[config.mk]
export PLATFORM = sky130hd
export DESIGN_NAME = pipeline_stage_register
export DESIGN_NICKNAME = d
export VERILOG_FILES = /design/src/rtl/pipeline_stage_register.sv
export SDC_FILE = /design/constraint.sdc
export NUM_CORES = 1
export LEC_CHECK = 0
export CAP_MARGIN = 20
export CORE_ASPECT_RATIO = 0.75
export CORE_UTILIZATION = 40
export CTS_BUF_LIST = sky130_fd_sc_hd__clkbuf_4
export CTS_CLUSTER_DIAMETER = 60
export CTS_CLUSTER_SIZE = 20
export DETAILED_ROUTE_END_ITERATION = 12
export PLACE_DENSITY = 0.81
export SYNTH_ARGS = -nofsm -noshare
export SYNTH_HDL_FRONTEND = slang
export SYNTH_SLANG_ARGS = --single-unit
[constraint.sdc]
create_clock -name CLK -period 3.2 [get_ports CLK]
set_input_delay 0.8 -clock CLK [delete_from_list [all_inputs] [get_ports CLK]]
set_output_delay 0.8 -clock CLK [all_outputs]
set_load 0.01 [all_outputs]
[src/rtl/pipeline_stage_register.sv]
// ============================================================================
// Module   : pipeline_stage_register
// Brief    : Valid/ready pipeline register with optional two-entry skid buffer
//            (PIPE_STAGE_SKID_EN) that registers the backpressure path.
// Revision : 1.0
// ============================================================================
`default_nettype none

module pipeline_stage_register #(
    parameter int                 DATA_W     = 32,
    parameter logic [DATA_W-1:0]  RESET_DATA = '0
) (
    input  logic              CLK,
    input  logic              RESET_N,
    input  logic              FLUSH,
    input  logic              IN_VALID,
    output logic              IN_READY,
    input  logic [DATA_W-1:0] IN_DATA,
    output logic              OUT_VALID,
    input  logic              OUT_READY,
    output logic [DATA_W-1:0] OUT_DATA,
    output logic [1:0]        OCCUPANCY
);

    logic              in_fire;
    logic              out_fire;
    logic [DATA_W-1:0] main_q;
    logic [DATA_W-1:0] main_d;

`ifdef PIPE_STAGE_SKID_EN
    localparam logic [1:0] ST_EMPTY = 2'd0;
    localparam logic [1:0] ST_ONE   = 2'd1;
    localparam logic [1:0] ST_TWO   = 2'd2;

    logic [1:0]        state_q;
    logic [1:0]        state_d;
    logic              in_ready_q;
    logic              in_ready_d;
    logic [DATA_W-1:0] skid_q;
    logic [DATA_W-1:0] skid_d;

    assign in_fire   = IN_VALID && in_ready_q;
    assign out_fire  = (state_q != ST_EMPTY) && OUT_READY;
    assign IN_READY  = in_ready_q;
    assign OUT_VALID = (state_q != ST_EMPTY);
    assign OUT_DATA  = main_q;
    assign OCCUPANCY = state_q;

    always_comb begin
        state_d = state_q;
        main_d  = main_q;
        skid_d  = skid_q;
        if (FLUSH) begin
            // Squash clears only valid state; payload registers keep their values.
            state_d = ST_EMPTY;
        end else begin
            case (state_q)
                ST_EMPTY: begin
                    if (in_fire) begin
                        state_d = ST_ONE;
                        main_d  = IN_DATA;
                    end
                end
                ST_ONE: begin
                    if (in_fire && out_fire) begin
                        main_d = IN_DATA;
                    end else if (in_fire) begin
                        state_d = ST_TWO;
                        skid_d  = IN_DATA;
                    end else if (out_fire) begin
                        state_d = ST_EMPTY;
                    end
                end
                ST_TWO: begin
                    if (out_fire) begin
                        state_d = ST_ONE;
                        main_d  = skid_q;
                    end
                end
                default: state_d = ST_EMPTY;
            endcase
        end
        // Ready is a flop copy of the next state, so OUT_READY never reaches IN_READY combinationally.
        in_ready_d = (state_d != ST_TWO);
    end

    always_ff @(posedge CLK or negedge RESET_N) begin
        if (!RESET_N) begin
            state_q    <= ST_EMPTY;
            in_ready_q <= 1'b1;
            main_q     <= RESET_DATA;
            skid_q     <= RESET_DATA;
        end else begin
            state_q    <= state_d;
            in_ready_q <= in_ready_d;
            main_q     <= main_d;
            skid_q     <= skid_d;
        end
    end
`else
    logic valid_q;
    logic valid_d;
    logic in_ready_w;

    assign in_ready_w = RESET_N && (!valid_q || OUT_READY);
    assign in_fire    = IN_VALID && in_ready_w;
    assign out_fire   = valid_q && OUT_READY;
    assign IN_READY   = in_ready_w;
    assign OUT_VALID  = valid_q;
    assign OUT_DATA   = main_q;
    assign OCCUPANCY  = {1'b0, valid_q};

    always_comb begin
        valid_d = valid_q;
        main_d  = main_q;
        if (FLUSH) begin
            valid_d = 1'b0;
        end else if (in_fire) begin
            valid_d = 1'b1;
            main_d  = IN_DATA;
        end else if (out_fire) begin
            valid_d = 1'b0;
        end
    end

    always_ff @(posedge CLK or negedge RESET_N) begin
        if (!RESET_N) begin
            valid_q <= 1'b0;
            main_q  <= RESET_DATA;
        end else begin
            valid_q <= valid_d;
            main_q  <= main_d;
        end
    end
`endif

endmodule

`default_nettype wire

==> Yosys cells after proc, flatten, opt, wreduce, memory -nomap -nowiden <==
Cells that the tools add are included.
{ "classes": {"addsub": 0, "mul": 0, "n_div": 0, "magnitude_cmp": 0, "eq_ne": 0, "n_shift": 0, "muxes": 3, "n_bitwise": 1, "n_reduce_logical": 7} }
{ "op_table": {"columns": ["cell", "n"], "rows": [
  ["1-bit logical AND", 3],
  ["1-bit two-way mux", 3],
  ["3-bit nonzero test", 1],
  ["2-bit AND reduction", 1],
  ["1-bit logical NOT", 1],
  ["1-bit logical OR", 1],
  ["1-bit NOT", 1]
]} }
{ "word_totals": {"ff_bits": 33, "latch_bits": 0, "ram_bits": 0, "rom_bits": 0, "in_bits": 37, "output_inout_bits": 36, "wordCells": 13, "n_memories": 0} }

==> Depth between registers and ports, before layout <==
Gate-level depths: netlist of run 1.
{ "depth": {"word_depth": 6, "ltp_mapped": 4, "mapped_depth_nobuf": 3} }

==> Least setup slack after synthesis of run 1 <==
No wires, ideal clock.
{ "synth_timing": {"path_kind": "in2out", "from": "input OUT_READY", "to": "output IN_READY", "arrival_time_ns": 1.117, "required_ns": 2.400, "setup_slack_ns": 1.283, "path_stages": 2, "path_buffers": 0, "path_cell_list": "nand2b_4 > and2_1"} }
{ "synth_between": {"elab_chain_cells": 2} }
{ "synth_rtl": {"columns": ["element", "line_no", "text"], "rows": [
  ["from (decl)", "20", "input logic OUT_READY,"],
  ["1-bit logical OR", "105", "assign in_ready_w = RESET_N && (!valid_q || OUT_READY);"],
  ["1-bit logical AND", "105", null],
  ["to (decl)", "17", "output logic IN_READY,"]
]} }
No other way between the ends.

==> Final worst setup path of run 1 <==
Same ends and word-level chain as after synthesis.

==> flow_metrics.tcl, run 1 <==
set metrics [dict create \
    ys_seq_elements 33 \
    tns_ns 0 \
    antenna_found_initial 0 \
    numClockSinks 33 \
    place_inst 183 \
    post-route-util_pct 65.5 \
    dpl_worst_slack_ns 0.340 \
    criticalPathCategory "in -> out" \
    start_util_pct 42.2 \
    antennaDiodeCount 0 \
    drv_slew 0 \
    hold_viol 0 \
    n_fill_cell 233 \
    reg2reg_depth 3 \
    numPortBuffers 71 \
    ir_worst_vdd_uv 281 \
    nNetsFinal 187 \
    layout.cells.non_filler 190 \
    rsz0062_at_grt "false" \
    rows 18 \
    cts-root-buf "clkbuf_4" \
    leakage_nw 1.02 \
    syn2layout_area_growth_pct 55.2 \
    drive_above_1_share_pct 28.7 \
    cts_setup_buffers 0 \
    overflow 0 \
    cts_made_buffers 5 \
    drtPass1Iterations 3 \
    htreeDepth 2 \
    cts_tree "done" \
    ant_nets 0 \
    ioPinCount 73 \
    cts_resized 0 \
    slowest_stage "clkdlybuf4s50_1" \
    hp-class "in -> async" \
    netlist_instances 75 \
    dieWidth_um 70.2 \
    fp.dieH_um 53.2 \
    synth.yosys.seq_area_share_pct 59.1 \
    cp-end-kind "output port" \
    grt_max_degree 34 \
    critical_path_arrival_ns 2.05 \
    ys_warn_count 0 \
    slew-limit-headroom_pct 46.8 \
    synth_area_um2 1400 \
    synth.avg_cell_area_um2 18.6 \
    setup_ws_ns 0.352 \
    power_density_nw_per_um2 543 \
    outcome "finished, final reports clean" \
    drtIter0Drc 36 \
    tightestPinTransition_ns 0.797 \
    cts_buffer_depth 2 \
    grt_pass1_vias 956 \
    wl_um 2850 \
    vias 884 \
    fin_crit_sh_pct 89.0 \
    fin_crit_ns 2.85 \
    core-area_um2 3310 \
    gp_congestion 0.693 \
    drcViolationCount 0 \
    startpoint_type "input pin" \
    cts.hold.buffers_added 0 \
    grt_first_pass_wirelength_um 4580 \
    crit_chain "clkdlybuf4s50_1 > nand2b_4 > and2_1 > clkdlybuf4s50_1" \
    finalClockSkew_ns 0.00751 \
    grt_usage_pct 17.0 \
    cap_viol_max_count 0 \
    setup_viol 0 \
    ys_types 10 \
    required_ns 2.40 \
    path_max_fanout 3 \
    max_freq_mhz 351 \
    critPathMaxStageDelay_ns 0.53 \
    dp_hpwl_um 2070 \
    wl_per_cell_um 15.0 \
    path_clk_slew_ns 0.10 \
    crit_top_cell "clkdlybuf4s50_1" \
    synth_nets 112 \
    clk_latency_ns 0.32 \
    post_drt_via_cell_ratio 4.65 \
    die_area_um2 3730 \
]
[registers in the layout, summed over array words and instances (netlist names)]
name / cells
OUT_DATA: 32
OUT_VALID: 1
[final timing paths]
path / start / end / slack (ns)
hold reg to reg: OUT_DATA[30]$_DFFE_PN0P_ / OUT_DATA[30]$_DFFE_PN0P_ / 0.51
min in group CLK: OUT_DATA[30]$_DFFE_PN0P_ / OUT_DATA[30]$_DFFE_PN0P_ / 0.51
setup reg to reg: OUT_VALID$_DFFE_PN0P_ / OUT_DATA[14]$_DFFE_PN0P_ / 1.38
max in group asynchronous: RESET_N / OUT_DATA[2]$_DFFE_PN0P_ / 2.53
hold / removal: RESET_N / OUT_DATA[21]$_DFFE_PN0P_ / 0.45
setup / recovery: OUT_READY / IN_READY / 0.35
[per-stage QoR]
step / hold slack, ns / cell area, µm² / total power, mW
floorplan: 0.504 / 1400 / 0.728
global placement: 0.487 / 2120 / 0.962
detailed placement: 0.491 / 2120 / 0.973
CTS: 0.440 / 2170 / 1.20
global route: 0.431 / 2170 / 1.25
finish: 0.446 / 2170 / 1.18
[layout by cell type, fill, tap and decap left out, drive strengths merged]
cell,n
and2,1
buf,3
clkbuf,6
clkdlybuf4s50,70
clkinv,1
conb,1
dfrtp,33
mux2,32
nand2b,1
nand4b,1
o21ai,1
[cell usage after synthesis]
master    instances  area, µm²
and2_1            1       6.26
nand2b_4          1       13.8
conb_1            1       3.75
nand4b_4          1       23.8
dfrtp_1          33        826
o21ai_0           1       5.00
buf_6             3       33.8
mux2_2            3       33.8
mux2_4           29        435
buf_4             2       15.0
[layout make-up]
| type | instances | area (µm²) | share of cell area, % |
|---|---|---|---|
| Clock inverter | 1 | 3.75 | 0.173 |
| Timing Repair Buffer | 73 | 721 | 33.3 |
| Sequential cell | 33 | 826 | 38.1 |
| Tap cell | 40 | 50.0 | 2.31 |
| Multi-Input combinational cell | 37 | 522 | 24.1 |
| Clock buffer | 6 | 45.0 | 2.08 |
[critical path: cells and delay by family]
family | cells | cell delay [ns]
AND/OR/NAND/NOR | 2 | 0.26
buffers and inverters | 2 | 0.99
[kinds of logic after synthesis]
kind of cell           share of synthesized area, %
AND/OR/NAND/NOR                                3.14
other                                         0.269
flip-flops                                     59.1
AO/OA/AOI/OAI                                 0.358
buffers and inverters                          3.49
multiplexers                                   33.6
[routing by layer]
| metal | part of all wire [%] | track usage, % | routed length [µm] | vias up |
|---|---|---|---|---|
| met4 | 1.3 | 8.00 | 38 | 0 |
| met1 | 44 | 20.7 | 1240 | 430 |
| met5 | 0 | 0 | 0 | - |
| met3 | 8.1 | 7.62 | 232 | 4 |
| met2 | 47 | 26.0 | 1340 | 41 |
| li1 | - | - | - | 409 |
[power by group]
group	switching [mW]	total (mW)	leakage [nW]	internal, mW
Combinational	0.123	0.413	0.600	0.290
Clock	0.126	0.214	0.0292	0.0882
Sequential	0.0500	0.550	0.392	0.500
Total	0.299	1.18	1.02	0.879
(Power assumes the default switching activity.)
==> run 2: changes to the inputs <==
==> constraint.sdc (replaced) <==
create_clock -name CLK -period 2.68 [get_ports CLK]
set_input_delay 0.67 -clock CLK [delete_from_list [all_inputs] [get_ports CLK]]
set_output_delay 0.67 -clock CLK [all_outputs]
set_load 0.1 [all_outputs]
==> run 2 against run 1 <==
Effect of this change: power rose by 78%; combinational power rose to 2.9 times the previous value; clock power up 20%; critical endpoint unchanged.
==> flow_metrics.tcl, run 2 (synthesized netlist as in run 1, its figures left out) <==
set metrics [dict create \
    outcome "finished, final reports clean" \
    p_clk_share_pct 12.2 \
    cts-root-buf "clkbuf_4" \
    slowest_stage "clkdlybuf4s50_1" \
    start_util_pct 42.2 \
    comb_power_share_pct 56.3 \
    cp.buffers_inverters 2 \
    numClockSinks 33 \
    grt_first_pass_wirelength_um 4220 \
    switching_share_pct 51.7 \
    setup_ws_ns 0.387 \
    ant_nets 0 \
    grt_max_degree 34 \
    cellInternalPower_mw 1.01 \
    grt_usage_pct 15.7 \
    rr_endpoint "OUT_DATA[8]$_DFFE_PN0P_" \
    hold_viol 0 \
    antenna_found_initial 0 \
    drive_above_1_share_pct 52.3 \
    nNetsFinal 188 \
    tns_ns 0 \
    leakage_nw 1.07 \
    post_drt_via_cell_ratio 4.52 \
    dpl_worst_slack_ns 0.391 \
    criticalPathCategory "in -> out" \
    wl_per_cell_um 14.1 \
    fin_hold_ws_ns 0.427 \
    mostFrequentLayoutCell "buf_4" \
    dieWidth_um 70.2 \
    numPortBuffers 71 \
    cts_buffer_depth 2 \
    clk_latency_ns 0.33 \
    critical_path_arrival_ns 1.62 \
    place_area_um2 2060 \
    pwr-share-seq_pct 31.5 \
    cts_setup_buffers 0 \
    htreeDepth 2 \
    required_ns 2.01 \
    wl_um 2690 \
    crit_chain "clkdlybuf4s50_1 > nand2b_4 > and2_1 > buf_12" \
    hp-class "in -> async" \
    syn2layout_area_growth_pct 51.3 \
    cts_resized 0 \
    dp_hpwl_um 1980 \
    path_max_fanout 3 \
    path_clk_slew_ns 0.10 \
    fin_crit_ns 2.29 \
    ioPinCount 73 \
    fp.dieH_um 53.2 \
    stdcell_area_um2 2110 \
    cap_viol_max_count 0 \
    switchingPower_mw 1.08 \
    finalClockSkew_ns 0.0116 \
    largest_register_ffs 32 \
    cts_tree "done" \
    ir_worst_vdd_uv 664 \
    rsz0062_at_grt "false" \
    cts_made_buffers 5 \
    power_density_nw_per_um2 992 \
    gp_congestion 0.669 \
    n_fill_cell 250 \
    core-area_um2 3310 \
    rr_startpoint "OUT_VALID$_DFFE_PN0P_" \
    die_area_um2 3730 \
    crit_family "buffers and inverters" \
    antennaDiodeCount 0 \
    startpoint_type "input pin" \
    fin_crit_sh_pct 85.5 \
    final_cell_mix "buf_4, clkdlybuf4s50_1, dfrtp_1" \
    reg2reg_slack_ns 1.22 \
    drv_slew 0 \
    max_freq_mhz 436 \
    setup_viol 0 \
    drtPass1Iterations 2 \
    overflow 0 \
    cp-end-kind "output port" \
    grt_pass1_vias 851 \
    vias 863 \
    drcViolationCount 0 \
    rows 18 \
    cts.hold.buffers_added 0 \
    drtIter0Drc 25 \
    reg2reg_depth 4 \
    critPathMaxStageDelay_ns 0.45 \
]
[run 2: cell types whose count changed in the layout (fill, tap and decap cells not counted), sizes merged]
cell           delta
clkdlybuf4s50    -35
buf              +36
[run 2: through the flow]
step           instances  power, mW  utilization [%]
3_3_place_gp         184       1.84             62.3
4_1_cts              191       2.11             63.8
6_report             191       2.09             63.8
3_5_place_dp         184       1.85             62.3
2_1_floorplan         75       1.58                -
5_1_grt              191       2.17             63.8
[run 2: final cells by class]
type | count | area [µm²] | share of cell area [%]
Clock buffer | 6 | 45.0 | 2.13
Clock inverter | 1 | 3.75 | 0.178
Multi-Input combinational cell | 37 | 522 | 24.7
Sequential cell | 33 | 826 | 39.1
Tap cell | 40 | 50.0 | 2.37
Timing Repair Buffer | 74 | 666 | 31.5
[run 2: worst reg2reg max path, stage by stage, from the launching register on]
cell      delay, ns
dfrtp_1        0.43
nand2b_4       0.10
nand4b_4       0.24
buf_4          0.29
mux2_4         0.31
[run 2: worst max-delay path by stage]
stage	from	end	slack [ns]	cells past startpoint
after global routing	OUT_READY	IN_READY	0.35	4
after global placement	OUT_READY	IN_READY	0.41	4
after detailed placement	OUT_READY	IN_READY	0.39	4
after CTS	OUT_READY	IN_READY	0.39	4
after floorplan	OUT_VALID$_DFFE_PN0P_	IN_READY	0.25	2
final	OUT_READY	IN_READY	0.39	4
[run 2: power by group through the flow]
stage / Combinational, mW / Sequential [mW] / Clock, mW
6_report: 1.18 / 0.660 / 0.256
5_1_grt: 1.20 / 0.673 / 0.289
4_1_cts: 1.18 / 0.661 / 0.266
3_5_place_dp: 1.18 / 0.666 / 0
3_3_place_gp: 1.18 / 0.663 / 0
2_1_floorplan: 0.186 / 1.40 / 0
[run 2: metal layers]
metal / global-route usage [%] / part of all wire [%]
met1: 19.4 / 45
met2: 24.0 / 47
met3: 5.71 / 7.1
met4: 9.00 / 1.3
met5: 0 / 0
==> run 3: changes to the inputs <==
ABC_AREA = 1   (was default)
==> run 3 against run 2 <==
Effect of this change: fmax rose by 2.2%; combinational power down 19%; power is 11% lower; clock skew fell by 0.0086 ns; worst hold slack lost 0.041 ns; non-clock buffer count increased by 2; register-to-register slack improved by 0.16 ns; largest cell class unchanged; highest routed layer unchanged.
==> flow_metrics.tcl, run 3 <==
set metrics [dict create \
    largest_register_ffs 32 \
    path_clk_slew_ns 0.09 \
    die_area_um2 3740 \
    slowest_stage "clkdlybuf4s50_1" \
    ir_worst_vdd_uv 471 \
    drtPass1Iterations 4 \
    numPortBuffers 71 \
    synth-edff-count 0 \
    wl_um 3380 \
    rr_endpoint "OUT_DATA[20]$_DFFE_PN0P_" \
    path_max_fanout 2 \
    grt_pass1_vias 1214 \
    fin_crit_sh_pct 83.7 \
    critPathMaxStageDelay_ns 0.46 \
    crit_cells 4 \
    wl_per_cell_um 13.0 \
    yosysTopAreaCell "dfrtp_1" \
    synth_top_area_share_pct 59.1 \
    criticalPathCategory "in -> out" \
    hold_viol 0 \
    drtIter0Drc 89 \
    cts_resized 0 \
    crit_family "buffers and inverters" \
    synth-main-ff-cell "dfrtp_1" \
    dieWidth_um 70.3 \
    gp_congestion 0.765 \
    core-area_um2 3310 \
    grt_max_degree 34 \
    required_ns 2.01 \
    cts.hold.buffers_added 0 \
    critical_path_arrival_ns 1.57 \
    grt_usage_pct 19.3 \
    layout.cells.non_filler 261 \
    reg2reg_slack_ns 1.38 \
    cp-startpoint "OUT_READY" \
    place_inst 253 \
    cap_viol_max_count 0 \
    leakage_nw 1.08 \
    rr_startpoint "OUT_VALID$_DFFE_PN0P_" \
    dp_hpwl_um 2300 \
    nNetsFinal 257 \
    post_drt_via_cell_ratio 5.08 \
    ys_types 12 \
    numClockSinks 33 \
    final_cell_mix "nand2_1, buf_4, clkdlybuf4s50_1" \
    synth_area_um2 1400 \
    ioPinCount 73 \
    crit_chain "clkdlybuf4s50_1 > inv_1 > a21boi_2 > buf_12" \
    cts_tree "done" \
    synth_common_cells "nand2_1, dfrtp_1, nand4_1" \
    cp-end-kind "output port" \
    rows 18 \
    cts_buffer_depth 2 \
    max_freq_mhz 446 \
    post-route-util_pct 63.4 \
    ys_seq_elements 33 \
    synth_async_sr_flop_share_pct 100 \
    outcome "finished, final reports clean" \
    reg2reg_depth 5 \
    netlist_instances 152 \
    cts_setup_buffers 0 \
    cp-endpoint "IN_READY" \
    startpoint_type "input pin" \
    mostFrequentLayoutCell "nand2_1" \
    grt_first_pass_wirelength_um 5430 \
    htreeDepth 2 \
    fp.dieH_um 53.2 \
    synth.yosys.seq_area_share_pct 59.1 \
    setup_viol 0 \
    cts-root-buf "clkbuf_4" \
    synth_nets 189 \
    start_util_pct 42.2 \
    hp-class "in -> async" \
    drcViolationCount 0 \
    overflow 0 \
    cts_made_buffers 5 \
    synth.avg_cell_area_um2 9.19 \
    ys_warn_count 0 \
    tns_ns 0 \
    drive_above_1_share_pct 24.0 \
    synth_most_common_cell "nand2_1" \
    power_density_nw_per_um2 891 \
    cp.buffers_inverters 3 \
    fin_crit_ns 2.24 \
    clk_latency_ns 0.32 \
    antennaDiodeCount 0 \
    ant_nets 0 \
    finalClockSkew_ns 0.00304 \
    vias 1327 \
    antenna_found_initial 0 \
    rsz0062_at_grt "false" \
    yosys-top-cells-area "dfrtp_1, nand2_1, nand4_1" \
    syn2layout_area_growth_pct 50.2 \
    drv_slew 0 \
]
## run 3: cell count changes after synthesis, sizes merged
cell	before	now
nand2	0	65
nand2b	1	0
nand3	0	1
nand4	0	32
mux2	32	0
and2	1	0
nand4b	1	0
inv	0	2
a21boi	0	1
buf	5	15
nor2	0	1
## run 3: worst min-delay path by stage
stage | cells past startpoint | endpoint | slack (ns) | startpoint
2_1_floorplan | 0 | OUT_DATA[0]$_DFFE_PN0P_ | 0.37 | RESET_N
3_3_place_gp | 2 | OUT_DATA[6]$_DFFE_PN0P_ | 0.46 | OUT_DATA[6]$_DFFE_PN0P_
3_5_place_dp | 2 | OUT_DATA[13]$_DFFE_PN0P_ | 0.46 | OUT_DATA[13]$_DFFE_PN0P_
4_1_cts | 2 | OUT_DATA[8]$_DFFE_PN0P_ | 0.38 | RESET_N
5_1_grt | 2 | OUT_DATA[22]$_DFFE_PN0P_ | 0.40 | RESET_N
6_report | 2 | OUT_DATA[4]$_DFFE_PN0P_ | 0.39 | RESET_N
## run 3: logic make-up after synthesis
logic type | count (synthesis) | synth area share (%)
and+or+nand+nor | 99 | 33.5
DFF | 33 | 59.1
buffers and inverters | 17 | 6.27
AOI/OAI and AO/OA | 2 | 0.895
other | 1 | 0.268
## run 3: worst register-to-register path, stage by stage (launching register included)
cell	delay (ns)
dfrtp_1	0.45
nand2_2	0.12
nand3_2	0.20
buf_4	0.29
nand2_1	0.10
nand2_1	0.05
## run 3: metal layers
| metal | vias to the layer above | global-route usage, % | routed length (µm) |
|---|---|---|---|
| met3 | 5 | 6.29 | 214 |
| met2 | 46 | 32.9 | 1640 |
| li1 | 645 | - | - |
| met1 | 631 | 22.2 | 1500 |
| met4 | 0 | 9.67 | 29 |
| met5 | - | 0 | 0 |
## run 3: final cells by class
| cell class | instances | area [µm²] |
|---|---|---|
| Sequential cell | 33 | 826 |
| Tap cell | 40 | 50.0 |
| Timing Repair Buffer | 76 | 668 |
| Multi-Input combinational cell | 102 | 488 |
| Inverter | 2 | 7.51 |
| Clock buffer | 8 | 60.1 |
| Fill cell | 308 | 1210 |
## run 3: metrics by stage
stage | setup slack (ns) | hold slack [ns] | total power [mW] | area (µm²)
after floorplan | 0.234 | 0.374 | 1.36 | 1400
after global placement | 0.473 | 0.455 | 1.59 | 2040
after detailed placement | 0.434 | 0.459 | 1.60 | 2040
after CTS | 0.433 | 0.378 | 1.89 | 2100
after global routing | 0.388 | 0.395 | 1.96 | 2100
final | 0.437 | 0.386 | 1.87 | 2100
## run 3: where the power goes
| group | switching (mW) | internal [mW] | leakage (nW) |
|---|---|---|---|
| logic | 0.764 | 0.195 | 0.636 |
| clock network | 0.149 | 0.135 | 0.0368 |
| registers | 0.0484 | 0.580 | 0.410 |
